**src/rtl/mem_arb_pkg.sv**
```systemverilog
// +----------------------------------------------------------------------------+
// | mem_arb_pkg                                                                |
// | Shared state and owner encodings for the memory port arbiter.              |
// | Rev 1.0                                                                    |
// +----------------------------------------------------------------------------+
`default_nettype none

package mem_arb_pkg;

    typedef enum logic [1:0] {
        IDLE = 2'd0,
        REQ  = 2'd1,
        RESP = 2'd2
    } arb_state_t;

    typedef enum logic {
        OWN_IF = 1'b0,
        OWN_D  = 1'b1
    } arb_owner_t;

endpackage

`default_nettype wire

```
**src/rtl/arb_fair_sel.sv**
```systemverilog
// +----------------------------------------------------------------------------+
// | arb_fair_sel                                                               |
// | Data-first requester selection with a bounded data-streak counter.         |
// | Rev 1.0                                                                    |
// +----------------------------------------------------------------------------+
`default_nettype none

module arb_fair_sel
    import mem_arb_pkg::*;
#(
    parameter int MAX_D_STREAK = 4
) (
    input  logic       clk,
    input  logic       rst_n,
    input  logic       if_req,
    input  logic       d_req,
    input  logic       sample,
    input  logic       idle,
    output arb_owner_t winner
);

    localparam int                 c_CNT_W = $clog2(MAX_D_STREAK + 1);
    localparam logic [c_CNT_W-1:0] c_MAX   = c_CNT_W'(MAX_D_STREAK);

    logic [c_CNT_W-1:0] r_streak;

    // Fetch wins when alone, or when data has used up its streak allowance.
    always_comb begin
        winner = OWN_D;
        if (if_req && (!d_req || (r_streak == c_MAX))) begin
            winner = OWN_IF;
        end
    end

    always_ff @(posedge clk or negedge rst_n) begin
        if (!rst_n) begin
            r_streak <= '0;
        end else if (idle && !if_req) begin
            r_streak <= '0;
        end else if (sample) begin
            if (winner == OWN_IF) begin
                r_streak <= '0;
            end else if (r_streak != c_MAX) begin
                r_streak <= r_streak + 1'b1;
            end
        end
    end

endmodule

`default_nettype wire

```
**src/rtl/mem_port_arbiter.sv**
```systemverilog
// +----------------------------------------------------------------------------+
// | mem_port_arbiter                                                           |
// | Shares one memory port between fetch and data; one transaction in flight.  |
// | Optional watchdog: define MEM_ARB_TIMEOUT_EN.                              |
// | Rev 1.0                                                                    |
// +----------------------------------------------------------------------------+
`default_nettype none

module mem_port_arbiter
    import mem_arb_pkg::*;
#(
    parameter int MAX_D_STREAK = 4,
    parameter int TIMEOUT      = 255
) (
    input  logic        clk,
    input  logic        rst_n,
    input  logic        if_req,
    input  logic [31:0] if_addr,
    output logic        if_gnt,
    output logic        if_rvalid,
    input  logic        d_req,
    input  logic        d_we,
    input  logic [31:0] d_addr,
    input  logic [31:0] d_wdata,
    output logic        d_gnt,
    output logic        d_rvalid,
    output logic [31:0] rdata,
    output logic        mem_req,
    output logic        mem_we,
    output logic [31:0] mem_addr,
    output logic [31:0] mem_wdata,
    input  logic        mem_ready,
    input  logic        mem_rvalid,
    input  logic [31:0] mem_rdata,
    output logic        err,
    output logic        stall
);

    arb_state_t r_state;
    arb_state_t w_state_nxt;
    arb_owner_t r_owner;
    arb_owner_t w_winner;
    logic       w_idle;
    logic       w_sample;
    logic       w_accept;
    logic       w_resp_done;
    logic       w_complete;
    logic       w_wd_hit;

    assign w_idle   = (r_state == IDLE);
    assign w_sample = w_idle && (if_req || d_req);

    arb_fair_sel #(
        .MAX_D_STREAK (MAX_D_STREAK)
    ) u_sel (
        .clk    (clk),
        .rst_n  (rst_n),
        .if_req (if_req),
        .d_req  (d_req),
        .sample (w_sample),
        .idle   (w_idle),
        .winner (w_winner)
    );

`ifdef MEM_ARB_TIMEOUT_EN
    localparam int                c_WD_W    = $clog2(TIMEOUT + 1);
    localparam logic [c_WD_W-1:0] c_TIMEOUT = c_WD_W'(TIMEOUT);

    logic [c_WD_W-1:0] r_wd_cnt;

    // Restart on every state change so REQ and RESP each get a full budget.
    always_ff @(posedge clk or negedge rst_n) begin
        if (!rst_n) begin
            r_wd_cnt <= '0;
        end else if (w_idle || (w_state_nxt != r_state)) begin
            r_wd_cnt <= '0;
        end else if (r_wd_cnt != c_TIMEOUT) begin
            r_wd_cnt <= r_wd_cnt + 1'b1;
        end
    end

    assign w_wd_hit = !w_idle && (r_wd_cnt == c_TIMEOUT);
`else
    // Watchdog compiled out; the comparison only keeps TIMEOUT referenced.
    assign w_wd_hit = (TIMEOUT < 0);
`endif

    assign w_accept    = (r_state == REQ)  && (mem_ready  || w_wd_hit);
    assign w_resp_done = (r_state == RESP) && (mem_rvalid || w_wd_hit);
    assign w_complete  = (w_accept && (mem_we || w_wd_hit)) || w_resp_done;

    always_comb begin
        w_state_nxt = r_state;
        if_gnt      = 1'b0;
        d_gnt       = 1'b0;
        if_rvalid   = 1'b0;
        d_rvalid    = 1'b0;
        err         = w_wd_hit;
        rdata       = mem_rdata;
        stall       = (!w_idle || if_req || d_req) && !w_complete;
        unique case (r_state)
            IDLE: begin
                if (w_sample) begin
                    w_state_nxt = REQ;
                end
            end
            REQ: begin
                if_gnt = w_accept && (r_owner == OWN_IF);
                d_gnt  = w_accept && (r_owner == OWN_D);
                if (w_wd_hit) begin
                    w_state_nxt = IDLE;
                end else if (mem_ready) begin
                    w_state_nxt = mem_we ? IDLE : RESP;
                end
            end
            RESP: begin
                if_rvalid = w_resp_done && (r_owner == OWN_IF);
                d_rvalid  = w_resp_done && (r_owner == OWN_D);
                if (w_wd_hit) begin
                    rdata = '0;
                end
                if (w_resp_done) begin
                    w_state_nxt = IDLE;
                end
            end
            default: begin
                w_state_nxt = IDLE;
            end
        endcase
    end

    always_ff @(posedge clk or negedge rst_n) begin
        if (!rst_n) begin
            r_state   <= IDLE;
            r_owner   <= OWN_IF;
            mem_req   <= 1'b0;
            mem_we    <= 1'b0;
            mem_addr  <= '0;
            mem_wdata <= '0;
        end else begin
            r_state <= w_state_nxt;
            if (w_sample) begin
                r_owner <= w_winner;
                mem_req <= 1'b1;
                if (w_winner == OWN_D) begin
                    mem_we    <= d_we;
                    mem_addr  <= d_addr;
                    mem_wdata <= d_wdata;
                end else begin
                    mem_we    <= 1'b0;
                    mem_addr  <= if_addr;
                    mem_wdata <= '0;
                end
            end else if (w_accept) begin
                mem_req <= 1'b0;
            end
        end
    end

endmodule

`default_nettype wire

```
**config.mk**
```make
export PLATFORM = sky130hd
export DESIGN_NAME = mem_port_arbiter
export DESIGN_NICKNAME = d
export VERILOG_FILES = /design/src/rtl/mem_arb_pkg.sv /design/src/rtl/arb_fair_sel.sv /design/src/rtl/mem_port_arbiter.sv
export SDC_FILE = /design/constraint.sdc
export NUM_CORES = 1
export LEC_CHECK = 0
export CORE_AREA = 2 2 93 95
export CTS_CLUSTER_DIAMETER = 50
export DETAILED_ROUTE_END_ITERATION = 10
export DIE_AREA = 0 0 95 97
export DONT_BUFFER_PORTS = 1
export SLEW_MARGIN = 20
export SYNTH_ARGS = -nofsm -noshare
export SYNTH_HDL_FRONTEND = slang
export SYNTH_HIERARCHICAL = 1
export SYNTH_SLANG_ARGS = --single-unit
```
**constraint.sdc**
```tcl
create_clock -name clk -period 2.67 [get_ports clk]
set_clock_uncertainty 0.15 [all_clocks]
set_input_delay 0.534 -clock clk [delete_from_list [all_inputs] [get_ports clk]]
set_output_delay 0.534 -clock clk [all_outputs]
set_load 0.02 [all_outputs]
```
# Word level (Yosys, flattened, before mapping)
# Index checks and enable logic that the tools add are counted.
# classes
addsub	1
eq_ne	7
mux	19
bitwise	1
n_reduce_logical	26
# ops
op	count
$mux W32	2
$mux W3	4
$logic_and A1 B1 Y1	11
$mux W1	8
$mux W2	4
$pmux W2 S3	1
$logic_or A1 B1 Y1	5
$logic_not A1 Y1	4
$ne A2 B2 Y1 const B	2
$reduce_bool A2 Y1	2
$add A3 B1 Y3 const B	1
$eq A3 B3 Y1 const B	1
$ne A3 B3 Y1 const B	1
$reduce_and A3 Y1	1
$reduce_bool A3 Y1	1
$eq A2 B1 Y1 const B	1
$eq A2 B2 Y1 const B	1
$logic_not A2 Y1	1
$ne A2 B1 Y1 const B	1
$reduce_and A2 Y1	1
$not A1 Y1	1
# totals
register_bits	72
inputBits	135
out_inout_bits	104
elab_cells	61

# Logic depth before layout (Yosys ltp)
# logic_depth
ltp_word	6
mapped_depth	10
depth_no_buf	7

# Cells and area by module
# Netlist, hierarchy kept.
# modules_own_cells
module	n_inst	cells_each	area_per_inst_um2	seq_area_each_um2
mem_port_arbiter	1	351	3382.0	1726.7
arb_fair_sel	1	26	231.5	75.1

# Least setup slack after synthesis
# Ideal clock, no wire load.
# synth_path
path_kind	input to register
from	input if_req
to	register u_sel.r_streak[1]
setup_time_ps	82
arrival_ps	1700
t_required_ps	2438
path_slack_ps	738
path_stages	7
path_buffers	2
path_cell_list	o21ai_2 -> buf_6 -> buf_6 -> inv_1 -> a21boi_2 -> or3b_1 -> o22ai_1
# synth_between
elab_chain_len	4
elab_cells_between_ends	11
cone_classes	mux (3); reduce/logical (8)
# synth_lines
item	line	text
from (decl)	mem_port_arbiter.sv:17	input logic if_req,
$logic_or A1 B1 Y1	mem_port_arbiter.sv:51	assign w_sample = w_idle && (if_req || d_req);
$logic_and A1 B1 Y1	mem_port_arbiter.sv:51	
named net w_sample	mem_port_arbiter.sv:44	logic w_sample;
$reduce_bool A2 Y1 (no source line)	n/a	
$reduce_and A2 Y1 (no source line)	n/a	
to (signal assigned)	arb_fair_sel.sv:44	r_streak <= r_streak + 1'b1;
to (decl)	arb_fair_sel.sv:25	logic [c_CNT_W-1:0] r_streak;
# The timed path passes the listed nets, and every way through them passes these cells. The select of a mux whose other input is x is not followed.
# A chain may end at the register's enable or synchronous reset.

# Worst setup path after layout
# layout_path
from	register r_state[0]
to	output stall
# layout_between
elab_cells_between_ends	12
cone_classes	eq/ne (2); reduce/logical (10)
# layout_lines
item	line	text
from (decl)	mem_port_arbiter.sv:39	arb_state_t r_state;
from (signal assigned)	mem_port_arbiter.sv:141	r_state <= w_state_nxt;
$logic_not A2 Y1	mem_port_arbiter.sv:50	assign w_idle = (r_state == IDLE);
named net w_idle	mem_port_arbiter.sv:43	logic w_idle;
$logic_not A1 Y1	mem_port_arbiter.sv:100	stall = (!w_idle || if_req || d_req) && !w_complete;
$logic_or A1 B1 Y1 (2 in series)	mem_port_arbiter.sv:100	
$logic_and A1 B1 Y1	mem_port_arbiter.sv:100	
to (decl)	mem_port_arbiter.sv:36	output logic stall
# The timed path passes the listed nets, and every way through them passes these cells.

==> run summary <==
remaining antenna violation count = 0
Period Utilization, post-route = 0.843
clock insertion delay at the later pin of the skew report = 0.33 ns
detail-routed via count per cell = 5.79
Crit. End Element = output port
share of cells above drive strength 1 = 0.0914
critical path data arrival time = 1.57 ns
Req. time, crit path = 1.99 ns
Initial DRC Count = 89
slew of the pin with the lowest slew margin = 0.598 ns
number of warnings reported in the yosys synthesis log = 6
total setup violations reported at the end of the flow = 0
post-CTS setup buffer count = 0
CP Class = reg2out
root cell of the clock tree = sky130_fd_sc_hd__clkbuf_8
Most used DFF post-synth = sky130_fd_sc_hd__dfrtp_1
effective utilization at floorplan = 0.444
max-slew violation count = 0
standby leakage power = 1.69 nW
ports placed on the boundary = 239
number of buffers added by the clock tree synthesis step = 9
clock sink count = 72
list of most frequent post-synthesis cells = sky130_fd_sc_hd__o21ai_0 (103), sky130_fd_sc_hd__dfrtp_1 (72), sky130_fd_sc_hd__nand2_1 (39), sky130_fd_sc_hd__buf_4 (35), sky130_fd_sc_hd__mux2i_1 (33)
detailed-route wire length = 8320 um
Rel. slew slack = 0.601
clock tree from TritonCTS = yes
first-pass GRT wire length = 12900 um
via count of the first global-routing pass = 2527
post-synthesis net count = 514
final cell utilization of the core = 0.446
FP Rows = 33
count of distinct cell types in the synthesized netlist = 37
maximum fanout along the worst path = 12
power density over the cells = 1230 nW/um2
RSZ-0062 raised after global routing = false
overall die width = 95 um
final hold viol count = 0
Total Negative Setup Slacks = 0 ns
reg2reg path depth = 5
portion of synthesized cell area occupied by the leading cell type = 0.499
core area = 8130 um2
RePlAce Congestion = 0.834
vertical die dimension = 97 um
time the final worst path needs with I/O delays and setup = 2.25 ns
total power = 4.47 mW
post-cts gate resize count = 0
Placed Instance Area = 3420 um2
vias post-DR = 2570
die footprint = 9220 um2
CTS Buffer Depth = 2
hold crit path type = in2reg
proportion of synthesized flip-flops having asynchronous set or reset = 1.00
Cells on Worst Hold Path = 1
most frequently used cell type in the post-synthesis netlist = sky130_fd_sc_hd__o21ai_0
multi-input combinational cell area = 1400 um2
final design instance area without fill = 3630 um2
DRC Markers = 0
cell count after synthesis = 377
combined area of all synthesized cells = 3610 um2
pin count of the biggest net entering global routing = 73
clock slew at the register clock pins of the worst setup and hold paths = 0.07 ns
quantity of I/O buffers inserted on ports = 0
Detailed Place HPWL = 5560 um
status = finished clean
Yosys top cell by area = sky130_fd_sc_hd__dfrtp_1
average wire length per cell after detail routing = 18.7 um
Hold Slack = 0.143 ns
Max VDD drop = 0.000442 V
Post-layout nets = 472
total track usage = 0.177
Mapped Avg Cell Area = 9.58 um2
detailed-routing iteration count for the pre-antenna-repair pass = 4
number of synthesized flops with an enable pin = 0
peak clock frequency supported by timing = 444 MHz
FF+latch area = 1800 um2
CTS H-Tree Depth = 3
antenna violations before repair = 0
Area Overhead vs Synth = 0.346%
sequential area share after synthesis = 0.499
count of max-cap constraint violations = 0
GRT overflow = 0
Filler Cells Inserted = 781
number of synthesized register bits = 72
startpoint type of the worst setup path = flip-flop
number of antenna repair diodes = 0
most area-consuming cells after synthesis = sky130_fd_sc_hd__dfrtp_1 (50%), sky130_fd_sc_hd__o21ai_0 (14%), sky130_fd_sc_hd__mux2i_1 (9.1%), sky130_fd_sc_hd__buf_4 (7.3%), sky130_fd_sc_hd__nand2_1 (4.1%)
report_power, final:
part           leakage [nW]  switching [mW]  internal (mW)
registers             0.901           0.924           1.58
clock network        0.0882           0.389          0.381
logic                 0.705           0.748          0.439
total                  1.69            2.06           2.40
cells by family (layout without fill, tap and decap cells):
group,Yosys count,count (layout),share of synthesized area
AO/OA/AOI/OAI,143,143,0.206
adder cells (fa/ha/maj),2,2,0.00692
buffers and inverters,69,31,0.120
flip-flops,72,72,0.499
multiplexers,34,34,0.0956
other,1,1,0.00104
AND/OR/NAND/NOR,56,56,0.0717
stage by stage:
stage | std cells | setup WS, ns
3_3_place_gp | 427 | 0.523
5_1_grt | 444 | 0.281
2_1_floorplan | 377 | 0.738
6_report | 444 | 0.420
3_5_place_dp | 427 | 0.513
4_1_cts | 444 | 0.393
placed cells by master, fill, tap and decap left out, types with 2 or more instances in the layout:
| cell | count |
|---|---|
| sky130_fd_sc_hd__buf_4 | 8 |
| sky130_fd_sc_hd__clkbuf_8 | 11 |
| sky130_fd_sc_hd__clkinv_2 | 3 |
| sky130_fd_sc_hd__dfrtp_1 | 72 |
| sky130_fd_sc_hd__ha_1 | 2 |
| sky130_fd_sc_hd__inv_1 | 5 |
| sky130_fd_sc_hd__mux2i_1 | 33 |
| sky130_fd_sc_hd__nand2_1 | 38 |
| sky130_fd_sc_hd__nor2_1 | 2 |
| sky130_fd_sc_hd__nor2b_1 | 2 |
| sky130_fd_sc_hd__nor3_1 | 2 |
| sky130_fd_sc_hd__o211ai_1 | 2 |
| sky130_fd_sc_hd__o21ai_0 | 103 |
| sky130_fd_sc_hd__o21ai_1 | 29 |
| sky130_fd_sc_hd__o22ai_1 | 2 |
final cells by class:
| class | count | share of cell area |
|---|---|---|
| inverter | 6 | 0.00656 |
| clock buffer | 12 | 0.0428 |
| timing repair buffer | 10 | 0.0269 |
| multi-input combinational | 236 | 0.386 |
| tap | 105 | 0.0362 |
| sequential | 72 | 0.497 |
| clock inverter | 3 | 0.00483 |
timing repair:
action	in CTS	in global routing
hold endpoints to repair	72	0
setup endpoints to repair	0	0
hold buffers	2	0
critical path, stage by stage, from the launching register on:
cell                        delay (ns)
sky130_fd_sc_hd__dfrtp_1          0.53
sky130_fd_sc_hd__or2_4            0.19
sky130_fd_sc_hd__clkinv_2         0.08
sky130_fd_sc_hd__o2bb2ai_1        0.13
sky130_fd_sc_hd__a31oi_1          0.14
sky130_fd_sc_hd__buf_4            0.16
state kept, by name, summed over array words and instances (netlist names):
register	count
u_sel/r_streak	3
r_state	2
mem_we	1
mem_req	1
mem_wdata	32
mem_addr	32
r_owner	1
layer usage:
metal	up-vias	wire [um]	GRT usage
li1	1175	-	-
met1	1239	3360	0.226
met2	150	3900	0.270
met3	6	1000	0.0701
met4	0	59	0.0613
met5	-	0	0
worst paths after layout:
kind                                              from                        end  slack [ns]
min in group asynchronous                        rst_n  mem_wdata[14]$_DFFE_PN0P_        0.61
worst max register to register  r_state[0]$_DFFE_PN0P_        r_owner$_DFFE_PN0P_        0.52
worst max-delay path            r_state[0]$_DFFE_PN0P_                      stall        0.42
worst min register to register  r_state[1]$_DFFE_PN0P_     r_state[0]$_DFFE_PN0P_        0.37
max in group asynchronous                        rst_n    mem_addr[3]$_DFFE_PN0P_        1.47
worst min-delay path                         mem_ready     r_state[0]$_DFFE_PN0P_        0.14
Power figures use the tool's default switching activity.
